`config.mk`:
```
export PLATFORM = sky130hd
export DESIGN_NAME = dffram_wb_adapter
export DESIGN_NICKNAME = d
export VERILOG_FILES = /design/src/rtl/dffram_wb_pkg.sv /design/src/rtl/dffram_wb_pwrgate.sv /design/src/rtl/dffram_wb_adapter.sv
export SDC_FILE = /design/constraint.sdc
export NUM_CORES = 1
export LEC_CHECK = 0
export BUFFER_PORTS_ARGS = -buffer_cell sky130_fd_sc_hd__buf_4
export CAP_MARGIN = 20
export CORE_ASPECT_RATIO = 0.75
export CORE_MARGIN = 2
export CORE_UTILIZATION = 44
export DETAILED_ROUTE_END_ITERATION = 8
export PLACE_DENSITY = 0.79
export SYNTH_ARGS = -nofsm -noshare
export SYNTH_HDL_FRONTEND = slang
export SYNTH_SLANG_ARGS = --single-unit
```
`constraint.sdc`:
```
create_clock -name CLK -period 2 [get_ports CLK]
set_input_delay 0.1 -clock CLK [delete_from_list [all_inputs] [get_ports CLK]]
set_output_delay 0.1 -clock CLK [all_outputs]
set_load 0.02 [all_outputs]
```
`src/rtl/dffram_wb_pkg.sv`:
```
// +----------------------------------------------------------------------------+
// | dffram_wb_pkg : shared state encoding and window compare for the adapter    |
// | Revision 1.0                                                                |
// +----------------------------------------------------------------------------+
`default_nettype none

package dffram_wb_pkg;

  localparam int ADDR_LSB = 2;

  typedef enum logic [2:0] {
    ST_IDLE = 3'd0,
    ST_WR   = 3'd1,
    ST_RD1  = 3'd2,
    ST_RD2  = 3'd3,
    ST_ACK  = 3'd4,
    ST_ERR  = 3'd5
`ifdef DFFRAM_WB_PWRGATE_EN
    , ST_WAKE = 3'd6
`endif
  } state_t;

  // True when every address bit above the RAM word index matches the window base.
  function automatic logic in_window(input logic [31:0] adr,
                                     input logic [31:0] base,
                                     input int unsigned awidth);
    return (adr >> (awidth + ADDR_LSB)) == (base >> (awidth + ADDR_LSB));
  endfunction

endpackage

`default_nettype wire

```
`src/rtl/dffram_wb_pwrgate.sv`:
```
// +----------------------------------------------------------------------------+
// | dffram_wb_pwrgate : idle counter and gated flag controlling RAM EN0         |
// | Revision 1.0                                                                |
// +----------------------------------------------------------------------------+
`default_nettype none

module dffram_wb_pwrgate #(
  parameter int IDLE_CYCLES = 16
) (
  input  logic clk,
  input  logic rst,
  input  logic idle,
  input  logic req,
  input  logic hit,
  output logic gated,
  output logic gate_next
);

  localparam int            CW       = $clog2(IDLE_CYCLES + 1);
  localparam logic [CW-1:0] CNT_LAST = CW'(IDLE_CYCLES - 1);

  logic [CW-1:0] cnt;
  logic [CW-1:0] cnt_next;

  // Error requests restart the count but do not wake the macro: no access follows.
  always_comb begin
    cnt_next  = cnt;
    gate_next = gated;
    if (idle) begin
      if (req) begin
        cnt_next = '0;
        if (hit) gate_next = 1'b0;
      end else if (!gated) begin
        if (cnt == CNT_LAST) gate_next = 1'b1;
        else                 cnt_next  = cnt + 1'b1;
      end
    end
  end

  always_ff @(posedge clk) begin
    if (rst) begin
      cnt   <= '0;
      gated <= 1'b1;
    end else begin
      cnt   <= cnt_next;
      gated <= gate_next;
    end
  end

endmodule

`default_nettype wire

```
`src/rtl/dffram_wb_adapter.sv`:
```
// +----------------------------------------------------------------------------+
// | dffram_wb_adapter : Wishbone B4 classic slave driving a DFFRAM512x32 port.  |
// | Optional EN0 idle gating with DFFRAM_WB_PWRGATE_EN.  Revision 1.0           |
// +----------------------------------------------------------------------------+
`default_nettype none

module dffram_wb_adapter
  import dffram_wb_pkg::*;
#(
  parameter int          BANKS       = 32,
  parameter int          WSIZE       = 4,
  parameter logic [31:0] BASE_ADDR   = 32'h0000_0000,
  parameter int          IDLE_CYCLES = 16,
  localparam int         AWIDTH      = $clog2(BANKS) + 4
) (
  input  logic                 CLK,
  input  logic                 RST,
  input  logic                 wb_cyc_i,
  input  logic                 wb_stb_i,
  input  logic                 wb_we_i,
  input  logic [WSIZE-1:0]     wb_sel_i,
  input  logic [31:0]          wb_adr_i,
  input  logic [8*WSIZE-1:0]   wb_dat_i,
  output logic [8*WSIZE-1:0]   wb_dat_o,
  output logic                 wb_ack_o,
  output logic                 wb_err_o,
  output logic [WSIZE-1:0]     ram_we0,
  output logic                 ram_en0,
  output logic [AWIDTH-1:0]    ram_a0,
  output logic [8*WSIZE-1:0]   ram_di0,
  input  logic [8*WSIZE-1:0]   ram_do0
);

  if (IDLE_CYCLES < 1) begin : g_cfg_check
    $error("dffram_wb_adapter: IDLE_CYCLES must be at least 1");
  end

  state_t            state;
  logic              req;
  logic              hit;
  logic [AWIDTH-1:0] word_adr;

  assign req      = wb_cyc_i & wb_stb_i;
  assign hit      = in_window(wb_adr_i, BASE_ADDR, AWIDTH);
  assign word_adr = wb_adr_i[AWIDTH+ADDR_LSB-1:ADDR_LSB];

`ifdef DFFRAM_WB_PWRGATE_EN
  logic             idle;
  logic             gated;
  logic             gate_next;
  logic             pend_we;
  logic [WSIZE-1:0] pend_sel;

  assign idle = (state == ST_IDLE);

  dffram_wb_pwrgate #(
    .IDLE_CYCLES(IDLE_CYCLES)
  ) u_pwrgate (
    .clk      (CLK),
    .rst      (RST),
    .idle     (idle),
    .req      (req),
    .hit      (hit),
    .gated    (gated),
    .gate_next(gate_next)
  );
`endif

  always_ff @(posedge CLK) begin
    if (RST) begin
      state    <= ST_IDLE;
      wb_dat_o <= '0;
      wb_ack_o <= 1'b0;
      wb_err_o <= 1'b0;
      ram_we0  <= '0;
      ram_en0  <= 1'b0;
      ram_a0   <= '0;
      ram_di0  <= '0;
`ifdef DFFRAM_WB_PWRGATE_EN
      pend_we  <= 1'b0;
      pend_sel <= '0;
`endif
    end else begin
      wb_ack_o <= 1'b0;
      wb_err_o <= 1'b0;
`ifdef DFFRAM_WB_PWRGATE_EN
      ram_en0  <= !gate_next;
`else
      ram_en0  <= 1'b1;
`endif
      unique case (state)
        ST_IDLE: begin
          if (req && !hit) begin
            wb_err_o <= 1'b1;
            state    <= ST_ERR;
          end else if (req) begin
            ram_a0 <= word_adr;
            if (wb_we_i) ram_di0 <= wb_dat_i;
`ifdef DFFRAM_WB_PWRGATE_EN
            pend_we  <= wb_we_i;
            pend_sel <= wb_sel_i;
            // A gated macro gets one enabled, non-writing cycle before the access.
            if (gated) state <= ST_WAKE;
            else
`endif
            if (wb_we_i) begin
              ram_we0 <= wb_sel_i;
              state   <= ST_WR;
            end else begin
              ram_we0 <= '0;
              state   <= ST_RD1;
            end
          end
        end
`ifdef DFFRAM_WB_PWRGATE_EN
        ST_WAKE: begin
          if (!wb_cyc_i) begin
            state <= ST_IDLE;
          end else if (pend_we) begin
            ram_we0 <= pend_sel;
            state   <= ST_WR;
          end else begin
            state <= ST_RD1;
          end
        end
`endif
        ST_WR: begin
          ram_we0 <= '0;
          if (wb_cyc_i) begin
            wb_ack_o <= 1'b1;
            state    <= ST_ACK;
          end else begin
            state <= ST_IDLE;
          end
        end
        ST_RD1: state <= wb_cyc_i ? ST_RD2 : ST_IDLE;
        ST_RD2: begin
          // Do0 reflects the address sampled at the end of RD1.
          if (wb_cyc_i) begin
            wb_dat_o <= ram_do0;
            wb_ack_o <= 1'b1;
            state    <= ST_ACK;
          end else begin
            state <= ST_IDLE;
          end
        end
        ST_ACK:  state <= ST_IDLE;
        ST_ERR:  state <= ST_IDLE;
        default: state <= ST_IDLE;
      endcase
    end
  end

endmodule

`default_nettype wire

```
==> flow_summary.ini, run 1 <==
[timing]
hold_viol_final = 0
relSlewSlack_pct = 61.8
final_max_slew_viol_count = 0
rsz0062_at_grt = false
final.period_utilization_pct = 89.0
min_period_ns = 1.78
max_freq_mhz = 562
tns_ns = 0
fin_ws_ns = 0.221
worstMarginPinSlew_ns = 0.573
fin_skew_ns = 0.00983
setup_viol = 0

[logic_synthesis]
ys_ff_latch = 83
synth_top_area_cell = dfxtp_1
async_reset_ff_share_pct = 0
syn-cell-area_sq_um = 3340
synth_cell_types = 24
synth.most_common_cell = dfxtp_1
syn_area_per_cell_sq_um = 8.44
ys_seq_area_share_pct = 49.7
yosys-top-cells-count = dfxtp_1, a21oi_1, nand2_1
syn_inst = 396
synth_nets = 501
synth_ff_type = dfxtp_1
yosysWarnings = 0
synth_top_area_share_pct = 49.7
synth_area_leaders = dfxtp_1, a21oi_1, o31ai_1
synth_edf_count = 0

[detailed_routing]
dr.pass1.iters = 4
drt_iter0_drc = 244
drc = 0
wire_per_inst_um = 16.0
ant_nets = 0
via_count = 3884
drt-total-wl_um = 11400
vias_per_cell = 5.45

[cts]
numCtsBuffers = 9
cts.sinks = 83
cts_tree = yes
clock_latency_ns = 0.35
cts_resized = 0
htree_levels = 3
cts_max_path_buffers = 2
clk_pin_slew_ns = 0.09
cts_root_buf = clkbuf_8

[placement]
dpl_worst_slack_ns = 0.0479
globalplace.congestion = 0.782
place_hpwl_um = 6920
io_buffers = 182
post-place-cells = 648

[layout]
final_nets = 711
area_delta_synth_final_pct = 63.6
final_cells = 713
nFillCells = 538
drive_gt1_share_pct = 34.7
multi_input_area_sq_um = 1490
regArea_sq_um = 1660

[floorplanning]
core_area_sq_um = 7360
start_util_pct = 45.4
ioPinCount = 185
die_y_um = 79.5
die_w_um = 105
rows = 27
die_area_sq_um = 8320

[setup_path]
required_ns = 2.21
critPathArrivalTime_ns = 1.99
critPathMaxStageDelay_ns = 0.42
r2r_end = ram_a0[6]
critPathKind = reg -> reg
path_cells = nor3_1 > nand3_1 > o31ai_1 > a21oi_1
cp_slowest_cell = nand3_1
r2r_slack_ns = 0.22
end_kind = register
reg2reg_depth = 4
cp-startpoint = state[2]
cp_max_fo = 10
startpoint_type = register
rr_startpoint = state[2]

[min_path]
hp-class = in -> reg
min_from = wb_dat_i[8]
holdPathStages = 3
whs_endpoint = ram_di0[8]

[global_route]
grt_pass1_vias = 3795
grt_pass1_wl_um = 18200
overflow = 0
antenna_found_initial = 0
track_usage_pct = 27.0
grt_max_degree = 54

[pwr]
power.share.sequential_pct = 49.4
p_per_area_nw_per_um2 = 618
clock_power_share_pct = 39.5
p_leak_uw = 0.00221
power.switching_uw = 786
p_comb_share_pct = 11.2
p_int_uw = 2590
ir_drop_mv = 0.450
p_sw_share_pct = 23.2

[flow_run]
max-cap-violations = 0

[outcome]
status = complete, no violations
## state kept, by name (all words and copies together) (netlist names)
name and cells:
state 3, ram_di0 32, ram_a0 9, ram_we0 4, wb_dat_o 32, wb_err_o 1
wb_ack_o 1, ram_en0 1
## critical path: cells and delay by family (launching register included)
kind | cells | cell delay [ns]
AND/OR/NAND/NOR | 2 | 0.78
flip-flops | 1 | 0.36
AO/OA/AOI/OAI | 2 | 0.50
## final cells by class
cell class,instances,area share (%)
clock inverters,7,1.81
multi-input cells,270,27.2
diodes,1,0.0458
clock buffers,9,2.27
well taps,101,2.31
repair buffers,240,35.8
flip-flops and latches,83,30.4
inverters,2,0.137
## through the flow
| stage | total power [uW] | hold WS (ns) | util, % | instance area [sq um] |
|---|---|---|---|---|
| CTS | 3400 | 0.0000384 | 74.1 | 5450 |
| global route | 3520 | 0.00177 | 74.2 | 5460 |
| global placement | 1990 | 0.347 | 64.6 | 4760 |
| finish | 3380 | 0.0166 | 74.2 | 5470 |
| floorplan | 1810 | 0.185 | - | 3340 |
| detailed placement | 2000 | 0.357 | 64.6 | 4760 |
## timing repair
action	CTS	global route
buffers inserted	0	0
hold buffers	47	1
hold endpoints to repair	47	1
## placed cells by master, fill, tap and decap left out, drive strengths merged
cell type / Yosys / final
buf: 6 / 192
dfxtp: 83 / 83
a21oi: 77 / 77
nand2: 72 / 72
dlygate4sd3: 0 / 48
nand4: 42 / 42
o31ai: 41 / 41
clkbuf: 35 / 9
nand3: 7 / 7
nor3: 7 / 7
nor2: 4 / 4
nor4: 4 / 4
mux2i: 4 / 4
inv: 2 / 4
or3: 3 / 3
and3: 3 / 3
bufinv: 0 / 2
clkinv: 0 / 2
diode: 0 / 1
or4: 1 / 1
and4: 1 / 1
nor2b: 1 / 1
and2: 1 / 1
a211o: 1 / 1
a31o: 1 / 1
clkinvlp: 0 / 1
## cells by family after synthesis
group | count (synthesis) | synth area share, %
AO/OA/AOI/OAI | 120 | 21.3
flip-flops | 83 | 49.7
AND/OR/NAND/NOR | 146 | 21.8
multiplexers | 4 | 1.20
buffers and inverters | 43 | 5.99
## worst max path at each step
stage	slack, ns	cells after the start	endpoint
2_1_floorplan	0.35	6	ram_di0[1]
3_3_place_gp	0.10	6	ram_we0[3]
3_5_place_dp	0.05	6	ram_we0[2]
4_1_cts	0.25	4	ram_a0[6]
5_1_grt	0.04	4	ram_a0[6]
6_report	0.22	4	ram_a0[6]
## power by group through the flow
stage          sequential, uW  clock, uW  combinational, uW
2_1_floorplan            1710          0               96.4
3_3_place_gp             1710          0                287
3_5_place_dp             1710          0                293
4_1_cts                  1670       1360                368
5_1_grt                  1670       1440                407
6_report                 1670       1330                378
## per-layer routing
layer  GRT usage (%)  share of wire [%]
met4            10.5                2.5
met5               0                  0
met1            31.6                 41
met2            45.8                 49
met3            9.39                7.7
No activity file was read; power rests on OpenSTA's default activity.
==> inputs of run 2 (changes only) <==
--- a/config.mk
+++ b/config.mk
@@ -11,6 +11,7 @@
 export CORE_MARGIN = 2
 export CORE_UTILIZATION = 44
 export DETAILED_ROUTE_END_ITERATION = 8
+export MAX_ROUTING_LAYER = met4
 export PLACE_DENSITY = 0.79
 export SYNTH_ARGS = -nofsm -noshare
 export SYNTH_HDL_FRONTEND = slang
==> run 2 against run 1 <==
  * Routed wire length is 0.40% lower
  * Die area stayed put
  * Clock power hardly changed
  * Flip-flop and latch count stayed put
  * Critical endpoint unchanged
  * Highest routed layer unchanged
==> flow_summary.ini, run 2 (same netlist as run 1, synthesis figures left out) <==
[outcome]
status = complete, no violations

[layout]
fin_util_pct = 74.2
nFillCells = 538
final_cells = 713
final_nets = 711
final_cell_mix = buf_4, dfxtp_1, a21oi_1, nand2_1, dlygate4sd3_1
reg.largest.list = ram_di0 x32, wb_dat_o x32, ram_a0 x9
drive_gt1_share_pct = 34.7
layout_commonest_cell = buf_4
area_delta_synth_final_pct = 63.6

[cts]
clk_pin_slew_ns = 0.08
cts_max_path_buffers = 2
clock_latency_ns = 0.35
htree_levels = 3
cts_tree = yes
numCtsBuffers = 9
cts_resized = 0
cts_root_buf = clkbuf_8
cts.sinks = 83

[floorplanning]
core_area_sq_um = 7360
start_util_pct = 45.4
die_y_um = 79.5
rows = 27
die_w_um = 105
die_area_sq_um = 8320
ioPinCount = 185

[placement]
place_hpwl_um = 6920
io_buffers = 182
post-place-cells = 648
globalplace.congestion = 0.793

[setup_path]
critPathKind = reg -> reg
cp_max_fo = 10
critPathArrivalTime_ns = 2.00
cp_top_family = simple AND/OR/NAND/NOR gates
cp_slowest_cell = nand3_1
critPathMaxStageDelay_ns = 0.42
startpoint_type = register
end_kind = register
worst-path-buf-inv = 0
path_cells = nor3_1 > nand3_1 > o31ai_1 > a21oi_1
required_ns = 2.21

[detailed_routing]
ant_nets = 0
drc = 0
vias_per_cell = 5.54
drt-total-wl_um = 11300
drt_iter0_drc = 224
dr.pass1.iters = 5
via_count = 3949
wire_per_inst_um = 15.9

[pwr]
p_sw_share_pct = 23.2
power_uw = 3380
p_per_area_nw_per_um2 = 618
p_int_uw = 2590
p_comb_share_pct = 11.2
ir_drop_mv = 0.449
clock_power_share_pct = 39.4
p_leak_uw = 0.00221
power.switching_uw = 785
power.share.sequential_pct = 49.4

[timing]
final_max_slew_viol_count = 0
hold_viol_final = 0
holdWs_ns = 0.0129
setup_viol = 0
relSlewSlack_pct = 61.9
min_period_ns = 1.79
max_freq_mhz = 560
worstMarginPinSlew_ns = 0.572
fin_skew_ns = 0.00863
tns_ns = 0
rsz0062_at_grt = false
final.period_utilization_pct = 89.3

[global_route]
overflow = 0
grt_max_degree = 54
grt_pass1_vias = 3804
antenna_found_initial = 0
grt_pass1_wl_um = 18200
track_usage_pct = 27.6

[min_path]
hp-class = in -> reg

[flow_run]
max-cap-violations = 0
-- run 2: cell counts in the layout (fill, tap and decap cells not counted) --
No cell type changed its count.
-- run 2: cell type report --
type	instances	area (sq um)	area share, %
repair buffers	240	1960	35.8
flip-flops and latches	83	1660	30.4
multi-input cells	270	1490	27.2
well taps	101	126	2.31
clock buffers	9	124	2.27
clock inverters	7	98.8	1.81
inverters	2	7.51	0.137
diodes	1	2.50	0.0458
-- run 2: path summary, 6_finish.rpt --
check | from | slack [ns] | depth (start not counted) | endpoint
max | state[2] | 0.21 | 4 | ram_a0[6]
min | wb_dat_i[8] | 0.01 | 3 | ram_di0[8]
max reg2reg | state[2] | 0.21 | 4 | ram_a0[6]
min reg2reg | wb_dat_o[0] | 0.46 | 2 | wb_dat_o[0]
-- run 2: per-stage QoR --
step	cell area (sq um)	setup slack (ns)
2_1_floorplan	3340	0.347
3_3_place_gp	4760	0.102
3_5_place_dp	4760	0.0479
4_1_cts	5450	0.248
5_1_grt	5460	0.0647
6_report	5470	0.213
-- run 2: timing repair --
action	in CTS	in global routing
hold buffers	47	1
buffers inserted	0	0
endpoints found under the hold margin	47	1
-- run 2: power by group through the flow --
stage	Clock [uW]	Combinational, uW	Sequential, uW
after floorplan	0	96.4	1710
after global placement	0	287	1710
after detailed placement	0	293	1710
after CTS	1360	368	1670
after global routing	1440	407	1670
final	1330	378	1670
-- run 2: worst reg2reg max path, stage by stage (launching register included) --
cell and delay [ns]:
dfxtp_1 0.36, nor3_1 0.37, nand3_1 0.43, o31ai_1 0.39, a21oi_1 0.11
-- run 2: metal layers --
| layer | wire [um] | vias up | GRT usage (%) | part of all wire (%) |
|---|---|---|---|---|
| met2 | 5600 | 183 | 45.7 | 49 |
| li1 | - | 1870 | - | - |
| met5 | 0 | - | - | 0 |
| met3 | 797 | 33 | 8.08 | 7.0 |
| met1 | 4640 | 1863 | 32.4 | 41 |
| met4 | 289 | 0 | 10.3 | 2.6 |
==> inputs of run 3 (changes only) <==
--- a/config.mk
+++ b/config.mk
@@ -5,6 +5,7 @@
 export SDC_FILE = /design/constraint.sdc
 export NUM_CORES = 1
 export LEC_CHECK = 0
+export ABC_AREA = 1
 export BUFFER_PORTS_ARGS = -buffer_cell sky130_fd_sc_hd__buf_4
 export CAP_MARGIN = 20
 export CORE_ASPECT_RATIO = 0.75
==> run 3 against run 2 <==
  * Highest routed layer unchanged
  * Largest power group unchanged
  * Synthesized area up 1.2%
  * Utilization down 2.5 points
  * Routed wire length down 6.8%
  * Sequential share of layout area up 0.92 points
  * Cell count up 9.5%
  * Setup slack better by 0.11 ns
  * Critical endpoint is now ram_di0[2]
==> flow_summary.ini, run 3 <==
[logic_synthesis]
synth_area_leaders = dfxtp_1, nor2_1, nand4_1
synth-adder-area-share_pct = 0
async_reset_ff_share_pct = 0
syn_area_per_cell_sq_um = 7.19
synth_top_area_cell = dfxtp_1
synth.most_common_cell = nor2_1
yosys-top-cells-count = nor2_1, dfxtp_1, nand2_1
syn_inst = 470
synth_simple_gate_area_share_pct = 33.8
synth_top_area_share_pct = 49.1
synth_mux_area_share_pct = 0
ys_seq_area_share_pct = 49.1
syn-cell-area_sq_um = 3380
synth_top_family_by_area = simple AND/OR/NAND/NOR gates
synth-compound-area-share_pct = 7.25
ys_ff_latch = 83
yosysWarnings = 0
synth_cell_types = 20
synth_edf_count = 0
synth_ff_type = dfxtp_1
synthXorXnorAreaFrac_pct = 0
synth_nets = 575

[detailed_routing]
wire_per_inst_um = 13.5
via_count = 3738
dr.pass1.iters = 4
ant_nets = 0
drt-total-wl_um = 10600
drt_iter0_drc = 167
drc = 0
vias_per_cell = 4.79

[cts]
cts_max_path_buffers = 2
clock_latency_ns = 0.35
cts.sinks = 83
clk_pin_slew_ns = 0.08
htree_levels = 3
cts_root_buf = clkbuf_8
cts_tree = yes
numCtsBuffers = 9

[floorplanning]
core_area_sq_um = 7400
ioPinCount = 185
start_util_pct = 45.7
rows = 27
die_y_um = 79.9
die_area_sq_um = 8410
die_w_um = 105

[timing]
worstMarginPinSlew_ns = 0.970
hold_viol_final = 0
setup_viol = 0
fin_ws_ns = 0.320
min_period_ns = 1.68
tns_ns = 0
final.period_utilization_pct = 84.0
max_freq_mhz = 595
fin_skew_ns = 0.0152
relSlewSlack_pct = 35.3
rsz0062_at_grt = false
final_max_slew_viol_count = 0

[setup_path]
end_kind = register
critPathMaxStageDelay_ns = 0.33
cp_top_family = simple AND/OR/NAND/NOR gates
cp_max_fo = 32
path_cells = nor2_1 > nand2_1 > nor2_4 > nand4_4 > nor2_4 > buf_4 > nor2_1 > nor2_1
worst-path-buf-inv = 1
critPathArrivalTime_ns = 1.96
cp_slowest_cell = dfxtp_1
startpoint_type = register
cp_common_cell = nor2_1
required_ns = 2.28
critPathKind = reg -> reg

[pwr]
power.switching_uw = 762
power.share.sequential_pct = 52.9
p_comb_share_pct = 12.2
p_sw_share_pct = 24.2
p_per_area_nw_per_um2 = 594
p_leak_uw = 0.00266
clock_power_share_pct = 34.9
p_int_uw = 2390
ir_drop_mv = 0.403

[layout]
layout_commonest_cell = buf_4
final_cell_mix = buf_4, nor2_1, dfxtp_1, nand2_1, inv_1
final_cells = 781
reg.largest.list = ram_di0 x32, wb_dat_o x32, ram_a0 x9
nFillCells = 590
final_nets = 781
area_delta_synth_final_pct = 56.9
antennaDiodeCount = 0
drive_gt1_share_pct = 31.6

[global_route]
grt_pass1_vias = 3551
grt_max_degree = 46
track_usage_pct = 25.7
antenna_found_initial = 0
grt_pass1_wl_um = 16800
overflow = 0

[placement]
io_buffers = 182
post-place-cells = 730
dpl_worst_slack_ns = 0.322
place_hpwl_um = 6640
globalplace.congestion = 0.799

[outcome]
status = complete, no violations

[min_path]
hp-class = in -> reg

[flow_run]
max-cap-violations = 0
==> run 3: worst paths after layout <==
check / startpoint / endpoint / slack [ns] / cells past startpoint
worst min register to register: ram_di0[6] / ram_di0[6] / 0.49 / 2
worst min-delay path: wb_adr_i[10] / ram_a0[8] / 0.02 / 3
worst max-delay path: state[2] / ram_di0[2] / 0.32 / 8
worst max register to register: state[2] / ram_di0[2] / 0.32 / 8
==> run 3: layer usage <==
metal	GRT usage [%]	wire, um	up-vias	share of wire [%]
li1	-	-	1891	-
met1	31.3	4600	1671	44
met2	41.1	4940	162	47
met3	8.33	906	14	8.6
met4	7.33	119	0	1.1
met5	-	0	-	0
==> run 3: cell families after synthesis <==
kind of cell / after synthesis
AND/OR/NAND/NOR: 262
buffers and inverters: 76
AO/OA/AOI/OAI: 49
flip-flops: 83
==> run 3: stage by stage <==
step | total power [uW] | util (%) | cell area (sq um) | hold slack (ns)
finish | 3150 | 71.7 | 5310 | 0.0176
global route | 3290 | 71.7 | 5310 | 0.00880
CTS | 3180 | 71.7 | 5310 | 0.00157
detailed placement | 2030 | 64.4 | 4770 | 0.328
global placement | 2020 | 64.4 | 4770 | 0.322
floorplan | 1840 | - | 3380 | 0.235
==> run 3: worst min-delay path, stage by stage <==
cell and delay [ns]:
buf_4 0.07, o21ai_0 0.07, nor2_1 0.08
==> run 3: layout make-up <==
type	count	area, sq um	area share [%]
Timing Repair Buffer	225	1780	33.5
Inverter	46	173	3.25
Clock buffer	11	151	2.85
Clock inverter	4	26.3	0.495
Tap cell	101	126	2.38
Sequential cell	83	1660	31.3
Multi-Input combinational cell	311	1390	26.2
==> run 3: timing repair <==
item / 4_1_cts / 5_1_grt
setup buffers: 0 / 0
hold buffers: 36 / 0
resized for setup: 0 / 0
endpoints found under the hold margin: 42 / 0
==> run 3: power groups by stage <==
stage / combinational, uW / clock [uW] / sequential, uW
floorplan: 125 / 0 / 1710
global placement: 314 / 0 / 1710
detailed placement: 320 / 0 / 1710
CTS: 377 / 1130 / 1670
global route: 419 / 1200 / 1670
finish: 384 / 1100 / 1670
